===== config.mk =====
export PLATFORM = sky130hd
export DESIGN_NAME = pulse_width_meter_flat
export DESIGN_NICKNAME = d
export VERILOG_FILES = /design/src/rtl/pulse_width_meter_pkg.sv /design/src/rtl/pulse_width_meter_if.sv /design/src/rtl/pulse_width_meter_sync_edge.sv /design/src/rtl/pulse_width_meter.sv /design/src/flat_wrapper.sv
export SDC_FILE = /design/constraint.sdc
export NUM_CORES = 1
export LEC_CHECK = 0
export ABC_AREA = 1
export BUFFER_PORTS_ARGS = -buffer_cell sky130_fd_sc_hd__buf_4
export CELL_PAD_IN_SITES_DETAIL_PLACEMENT = 0
export CELL_PAD_IN_SITES_GLOBAL_PLACEMENT = 1
export CORE_MARGIN = 1
export CORE_UTILIZATION = 42
export CTS_CLUSTER_DIAMETER = 50
export DETAILED_ROUTE_END_ITERATION = 7
export PLACE_DENSITY_LB_ADDON = 0.2
export RECOVER_POWER = 100
export SKIP_LAST_GASP = 1
export SYNTH_ARGS = -nofsm -noshare
export SYNTH_HDL_FRONTEND = slang
export SYNTH_SLANG_ARGS = --single-unit

===== constraint.sdc =====
create_clock -name Clk -period 2 [get_ports Clk]
set_input_delay 0.4 -clock Clk [delete_from_list [all_inputs] [get_ports Clk]]
set_output_delay 0.4 -clock Clk [all_outputs]
set_load 0.02 [all_outputs]

===== src/rtl/pulse_width_meter_pkg.sv =====
// rtl/pulse_width_meter_pkg.sv - shared state encoding and saturation helper for the pulse width meter
package pulse_width_meter_pkg;

    typedef enum logic [1:0] {
        IDLE = 2'd0,
        MEAS = 2'd1,
        HOLD = 2'd2
    } state_e;

    // All-ones value of a width-bit counter; the measured count saturates here.
    function automatic logic [31:0] max_count(input int unsigned width);
        return (32'd1 << width) - 32'd1;
    endfunction

endpackage


===== src/rtl/pulse_width_meter_if.sv =====
// rtl/pulse_width_meter_if.sv - pulse input, enable, result and handshake bundle of the pulse width meter
interface pulse_width_meter_if #(
    parameter int WIDTH = 9
);
    logic             En;
    logic             P_in;
    logic             Ack;
    logic [WIDTH-1:0] Count;
    logic             Valid;
    logic             Ovf;
    logic             Lost;
    logic             Busy;

    modport master (
        output En,
        output P_in,
        output Ack,
        input  Count,
        input  Valid,
        input  Ovf,
        input  Lost,
        input  Busy
    );

    modport slave (
        input  En,
        input  P_in,
        input  Ack,
        output Count,
        output Valid,
        output Ovf,
        output Lost,
        output Busy
    );
endinterface


===== src/rtl/pulse_width_meter_sync_edge.sv =====
// rtl/pulse_width_meter_sync_edge.sv - synchronizer for the asynchronous pulse input with rise/fall detection
module pulse_width_meter_sync_edge #(
    parameter int SYNC_STAGES = 2
) (
    input  logic Clk,
    input  logic Clr,
    input  logic p_i,
    output logic ps_o,
    output logic rise_o,
    output logic fall_o
);

    logic [SYNC_STAGES-1:0] sync_q;
    logic                   ps_d_q;
    logic [SYNC_STAGES:0]   primed_q;

    always_ff @(posedge Clk or posedge Clr) begin
        if (Clr) begin
            sync_q   <= '0;
            ps_d_q   <= 1'b0;
            primed_q <= '0;
        end else begin
            sync_q   <= {sync_q[SYNC_STAGES-2:0], p_i};
            ps_d_q   <= sync_q[SYNC_STAGES-1];
            primed_q <= {primed_q[SYNC_STAGES-1:0], 1'b1};
        end
    end

    assign ps_o = sync_q[SYNC_STAGES-1];

    // Until ps_d holds a real sample of P_in, a 0->1 step is only the reset
    // value being flushed, so a pulse already high at reset release is ignored.
    assign rise_o = primed_q[SYNC_STAGES] & ps_o & ~ps_d_q;
    assign fall_o = ~ps_o & ps_d_q;

endmodule


===== src/rtl/pulse_width_meter.sv =====
// rtl/pulse_width_meter.sv - measures the high time of P_in in clock cycles and presents it with a valid/ack handshake
module pulse_width_meter
    import pulse_width_meter_pkg::*;
#(
    parameter int WIDTH       = 9,
    parameter int SYNC_STAGES = 2
) (
    input  logic                Clk,
    input  logic                Clr,
    pulse_width_meter_if.slave  bus
);

    localparam logic [WIDTH-1:0] MAX_CNT = WIDTH'(max_count(WIDTH));

    logic ps;
    logic rise;
    logic fall;

    pulse_width_meter_sync_edge #(
        .SYNC_STAGES(SYNC_STAGES)
    ) u_sync_edge (
        .Clk    (Clk),
        .Clr    (Clr),
        .p_i    (bus.P_in),
        .ps_o   (ps),
        .rise_o (rise),
        .fall_o (fall)
    );

    state_e           state_q;
    logic [WIDTH-1:0] cnt_q;
    logic [WIDTH-1:0] cnt_d;
    logic [WIDTH-1:0] count_q;
    logic             valid_q;
    logic             ovf_q;
    logic             lost_q;
    logic             busy_q;

    always_comb begin
        cnt_d = cnt_q;
        if (ps && (cnt_q != MAX_CNT)) begin
            cnt_d = cnt_q + WIDTH'(1);
        end
    end

    always_ff @(posedge Clk or posedge Clr) begin
        if (Clr) begin
            state_q <= IDLE;
            cnt_q   <= '0;
            count_q <= '0;
            valid_q <= 1'b0;
            ovf_q   <= 1'b0;
            lost_q  <= 1'b0;
            busy_q  <= 1'b0;
        end else begin
            case (state_q)
                IDLE: begin
                    if (rise && bus.En) begin
                        state_q <= MEAS;
                        cnt_q   <= WIDTH'(1);
                        busy_q  <= 1'b1;
                    end
                end
                MEAS: begin
                    // Dropping En wins over a coincident fall: the pulse is discarded.
                    if (!bus.En) begin
                        state_q <= IDLE;
                        busy_q  <= 1'b0;
                    end else if (fall) begin
                        state_q <= HOLD;
                        count_q <= cnt_q;
                        ovf_q   <= (cnt_q == MAX_CNT);
                        valid_q <= 1'b1;
                        busy_q  <= 1'b0;
                    end else begin
                        cnt_q <= cnt_d;
                    end
                end
                HOLD: begin
                    if (bus.Ack) begin
                        valid_q <= 1'b0;
                        lost_q  <= 1'b0;
                        if (rise && bus.En) begin
                            state_q <= MEAS;
                            cnt_q   <= WIDTH'(1);
                            busy_q  <= 1'b1;
                        end else begin
                            state_q <= IDLE;
                        end
                    end else if (rise) begin
                        lost_q <= 1'b1;
                    end
                end
                default: begin
                    state_q <= IDLE;
                    busy_q  <= 1'b0;
                end
            endcase
        end
    end

    assign bus.Count = count_q;
    assign bus.Valid = valid_q;
    assign bus.Ovf   = ovf_q;
    assign bus.Lost  = lost_q;
    assign bus.Busy  = busy_q;

endmodule


===== src/flat_wrapper.sv =====
// flat-port wrapper written by rule: the top's interface ports become plain ports
module pulse_width_meter_flat import pulse_width_meter_pkg::*;
#(
    parameter int WIDTH       = 9,
    parameter int SYNC_STAGES = 2
)
  (Clk, Clr, bus_En, bus_P_in, bus_Ack, bus_Count, bus_Valid, bus_Ovf, bus_Lost, bus_Busy);
  pulse_width_meter_if #(.WIDTH(WIDTH)) bus_i ();
  input  logic Clk;
  input  logic Clr;
  input wire logic [$bits(bus_i.En)-1:0] bus_En;
  input wire logic [$bits(bus_i.P_in)-1:0] bus_P_in;
  input wire logic [$bits(bus_i.Ack)-1:0] bus_Ack;
  output wire logic [$bits(bus_i.Count)-1:0] bus_Count;
  output wire logic [$bits(bus_i.Valid)-1:0] bus_Valid;
  output wire logic [$bits(bus_i.Ovf)-1:0] bus_Ovf;
  output wire logic [$bits(bus_i.Lost)-1:0] bus_Lost;
  output wire logic [$bits(bus_i.Busy)-1:0] bus_Busy;
  assign bus_i.En = bus_En;
  assign bus_i.P_in = bus_P_in;
  assign bus_i.Ack = bus_Ack;
  assign bus_Count = bus_i.Count;
  assign bus_Valid = bus_i.Valid;
  assign bus_Ovf = bus_i.Ovf;
  assign bus_Lost = bus_i.Lost;
  assign bus_Busy = bus_i.Busy;
  pulse_width_meter #(.WIDTH(WIDTH), .SYNC_STAGES(SYNC_STAGES)) u_core (.Clk(Clk), .Clr(Clr), .bus(bus_i));
endmodule

==> impl_metrics.env <==
export IMPL_status="finished with violations"
export IMPL_violations="capacitance limit, slew limit"
export IMPL_clock_latency_ns=0.33
export IMPL_post_route_min_period_ns=1.780
export IMPL_viasPerCell=4.561
export IMPL_vias=1008
export IMPL_maxCapViolCount=1
export IMPL_synth_seq_area_share_pct=55.61
export IMPL_finClkSkew_ns=0.01143
export IMPL_timing_final_crit_share_pct=89.01
export IMPL_finalHoldViolCount=0
export IMPL_cts_buffers=5
export IMPL_yosysWarnings=0
export IMPL_postCtsSetupBuffers=0
export IMPL_max_slew_margin_rel_pct=-4.371
export IMPL_wl_per_cell_um=11.43
export IMPL_cts_resized=0
export IMPL_firstDrtPassIters=4
export IMPL_synth_cell_types=23
export IMPL_antenna_found_initial=0
export IMPL_cp_cell_sequence="inv_1, nor2_1, nand2_4, nor2_1, inv_4, nand2_1, o21ai_2"
export IMPL_coreArea_um2=3053
export IMPL_arrival_ns=2.01
export IMPL_netlist_area_um2=1350
export IMPL_setup_violations=0
export IMPL_start_util_pct=44.22
export IMPL_place_gp_congestion=0.7921
export IMPL_grt_max_degree=31
export IMPL_rsz0062_at_grt="false"
export IMPL_worst_pin_slew_ns=1.566
export IMPL_cp_num_cells=7
export IMPL_cts_tree="done"
export IMPL_critical_path_top_delay_family="simple AND/OR/NAND/NOR gates"
export IMPL_synth_fp_nets=158
export IMPL_fin_hold_ws_ns=0.2009
export IMPL_synth_area_leaders="dfrtp_1 (56%), nand2_1 (16%), inv_1 (4.2%), o21ai_2 (3.9%), nor2_1 (2.5%)"
export IMPL_detailed_place_hpwl_um=1867
export IMPL_routed_wl_um=2525
export IMPL_hold_buffers=0
export IMPL_clock_root_buffer="clkbuf_4"
export IMPL_cts_sinks=30
export IMPL_path_clk_slew_ns=0.10
export IMPL_power_leakage_uw=0.0007997
export IMPL_synth_top_area_share_pct=55.61
export IMPL_rr_worst_depth=7
export IMPL_powerDensity_nw_per_um2=1023
export IMPL_ant_nets=0
export IMPL_netlist_instances=151
export IMPL_grt_pass1_wl_um=4443
export IMPL_start_kind="flip-flop"
export IMPL_nNetsFinal=183
export IMPL_fill_cells=308
export IMPL_tns_ns=0
export IMPL_slew_viol_final=31
export IMPL_crit_top_cell="nor2_1"
export IMPL_gr_usage_all_layers_pct=18.17
export IMPL_hold_depth=1
export IMPL_io_pins=18
export IMPL_h_tree_depth=2
export IMPL_cp_slowest_stage_delay_ns=0.43
export IMPL_hp_class="input port to flip-flop"
export IMPL_portBuffers=17
export IMPL_rows=20
export IMPL_peakVddDrop_v=0.0005048
export IMPL_dr_first_iter_drc_count=63
export IMPL_ys_ff_latch=30
export IMPL_die_x_um=58.70
export IMPL_cp_slowest_cell="dfrtp_1"
export IMPL_grt_pass1_vias=966
export IMPL_cp_required_ns=2.23
export IMPL_synth_top_area_cell="dfrtp_1"
export IMPL_cts_max_path_buffers=2
export IMPL_synth_area_per_cell_um2=8.941
export IMPL_cp_num_buf_inv=2
export IMPL_die_h_um=58.70
export IMPL_drive_gt1_share_pct=12.99
export IMPL_drc_errors=0
export IMPL_die_area_um2=3445
export IMPL_antenna_cells=0
export IMPL_cp_max_fo=16
export IMPL_critPathKind="flip-flop to flip-flop"
export IMPL_area_growth_pct=13.53
export IMPL_overflow=0
export IMPL_fmax_ghz=0.5617
export IMPL_cp_end_kind="flip-flop"
==> where the power goes <==
part	switching (uW)	internal [uW]
Sequential	52.1	690
Combinational	253	128
Clock	204	240
Total	509	1060
==> logic make-up (layout without fill, tap and decap cells) <==
kind of cell	Yosys count	after routing	share of synthesized area, %
AND/OR/NAND/NOR	83	83	27.53
flip-flops	30	30	55.61
buffers and inverters	19	45	6.858
AO/OA/AOI/OAI	15	15	7.229
adder cells (fa/ha/maj)	2	2	1.853
other	1	1	0.2778
XOR/XNOR	1	1	0.6489
==> layout by cell type, fill, tap and decap left out, types with 2 or more instances in the layout <==
cell	n
a21oi_1	3
buf_4	4
o21ai_2	3
nor2_1	10
nand4_1	2
ha_1	2
inv_1	16
nand2_1	58
clkbuf_4	7
clkbuf_8	3
dfrtp_1	30
o21ai_0	8
nand3_1	6
clkbuf_1	14
==> worst reg2reg max path: cells and delay by family (launching register included) <==
kind                   cells  cell delay [ns]
flip-flops                 1             0.43
buffers and inverters      2             0.27
AO/OA/AOI/OAI              1             0.05
AND/OR/NAND/NOR            4             0.93
==> state kept, by name (all words and copies together) (netlist names) <==
signal and cells:
u_core.bus.Busy 1, u_core.bus.Count 9, u_core.bus.Lost 1, u_core.bus.Ovf 1, u_core.bus.Valid 1, u_core.cnt_q 9, u_core.state_q 2, u_core.u_sync_edge.primed_q 3
u_core.u_sync_edge.ps_d_q 1, u_core.u_sync_edge.sync_q 2
==> cells in the mapped netlist (all sizes together) <==
cell type,n
xor2,1
nor3,1
o21ai,12
conb,1
ha,2
nor2,11
buf,2
a21oi,3
inv,17
nand4,2
nand2,60
dfrtp,30
nand3b,1
nand3,7
or2,1
==> metrics by stage <==
step	utilization (%)	cells	setup slack, ns	instance area (um^2)	total power (uW)
5_1_grt	50.20	221	0.01190	1533	1685
4_1_cts	52.66	221	0.09587	1608	1646
3_3_place_gp	50.08	213	0.1490	1529	1191
6_report	50.20	221	0.2197	1533	1568
3_5_place_dp	50.08	213	0.1041	1529	1200
2_1_floorplan	-	151	0.2740	1350	1045
==> per-layer routing <==
metal / routed length [um] / global-route usage, % / vias to the layer above
met4: 46 / 7.143 / 0
li1: - / - / 520
met1: 1208 / 23.90 / 455
met3: 128 / 5.934 / 5
met5: 0 / 0 / -
met2: 1142 / 27.91 / 28
==> final timing paths <==
| kind | startpoint | to | slack (ns) |
|---|---|---|---|
| max | u_core.state_q[0] | u_core.bus.Count[6] | 0.22 |
| min | bus_P_in | u_core.u_sync_edge.sync_q[0] | 0.20 |
| max reg2reg | u_core.state_q[0] | u_core.bus.Count[6] | 0.22 |
| min reg2reg | u_core.u_sync_edge.sync_q[0] | u_core.u_sync_edge.sync_q[1] | 0.35 |
| max in group asynchronous | Clr | u_core.u_sync_edge.ps_d_q | 0.47 |
| min in group asynchronous | Clr | u_core.bus.Count[0] | 0.61 |
==> area by class of cell <==
| type | count | area (um^2) | share of cell area, % |
|---|---|---|---|
| timing repair buffer | 20 | 97.59 | 6.367 |
| multi-input combinational | 102 | 484.2 | 31.59 |
| inverter | 17 | 66.31 | 4.327 |
| sequential | 30 | 750.7 | 48.98 |
| clock buffer | 8 | 78.83 | 5.143 |
| tap | 44 | 55.05 | 3.592 |
(Power assumes the default switching activity.)
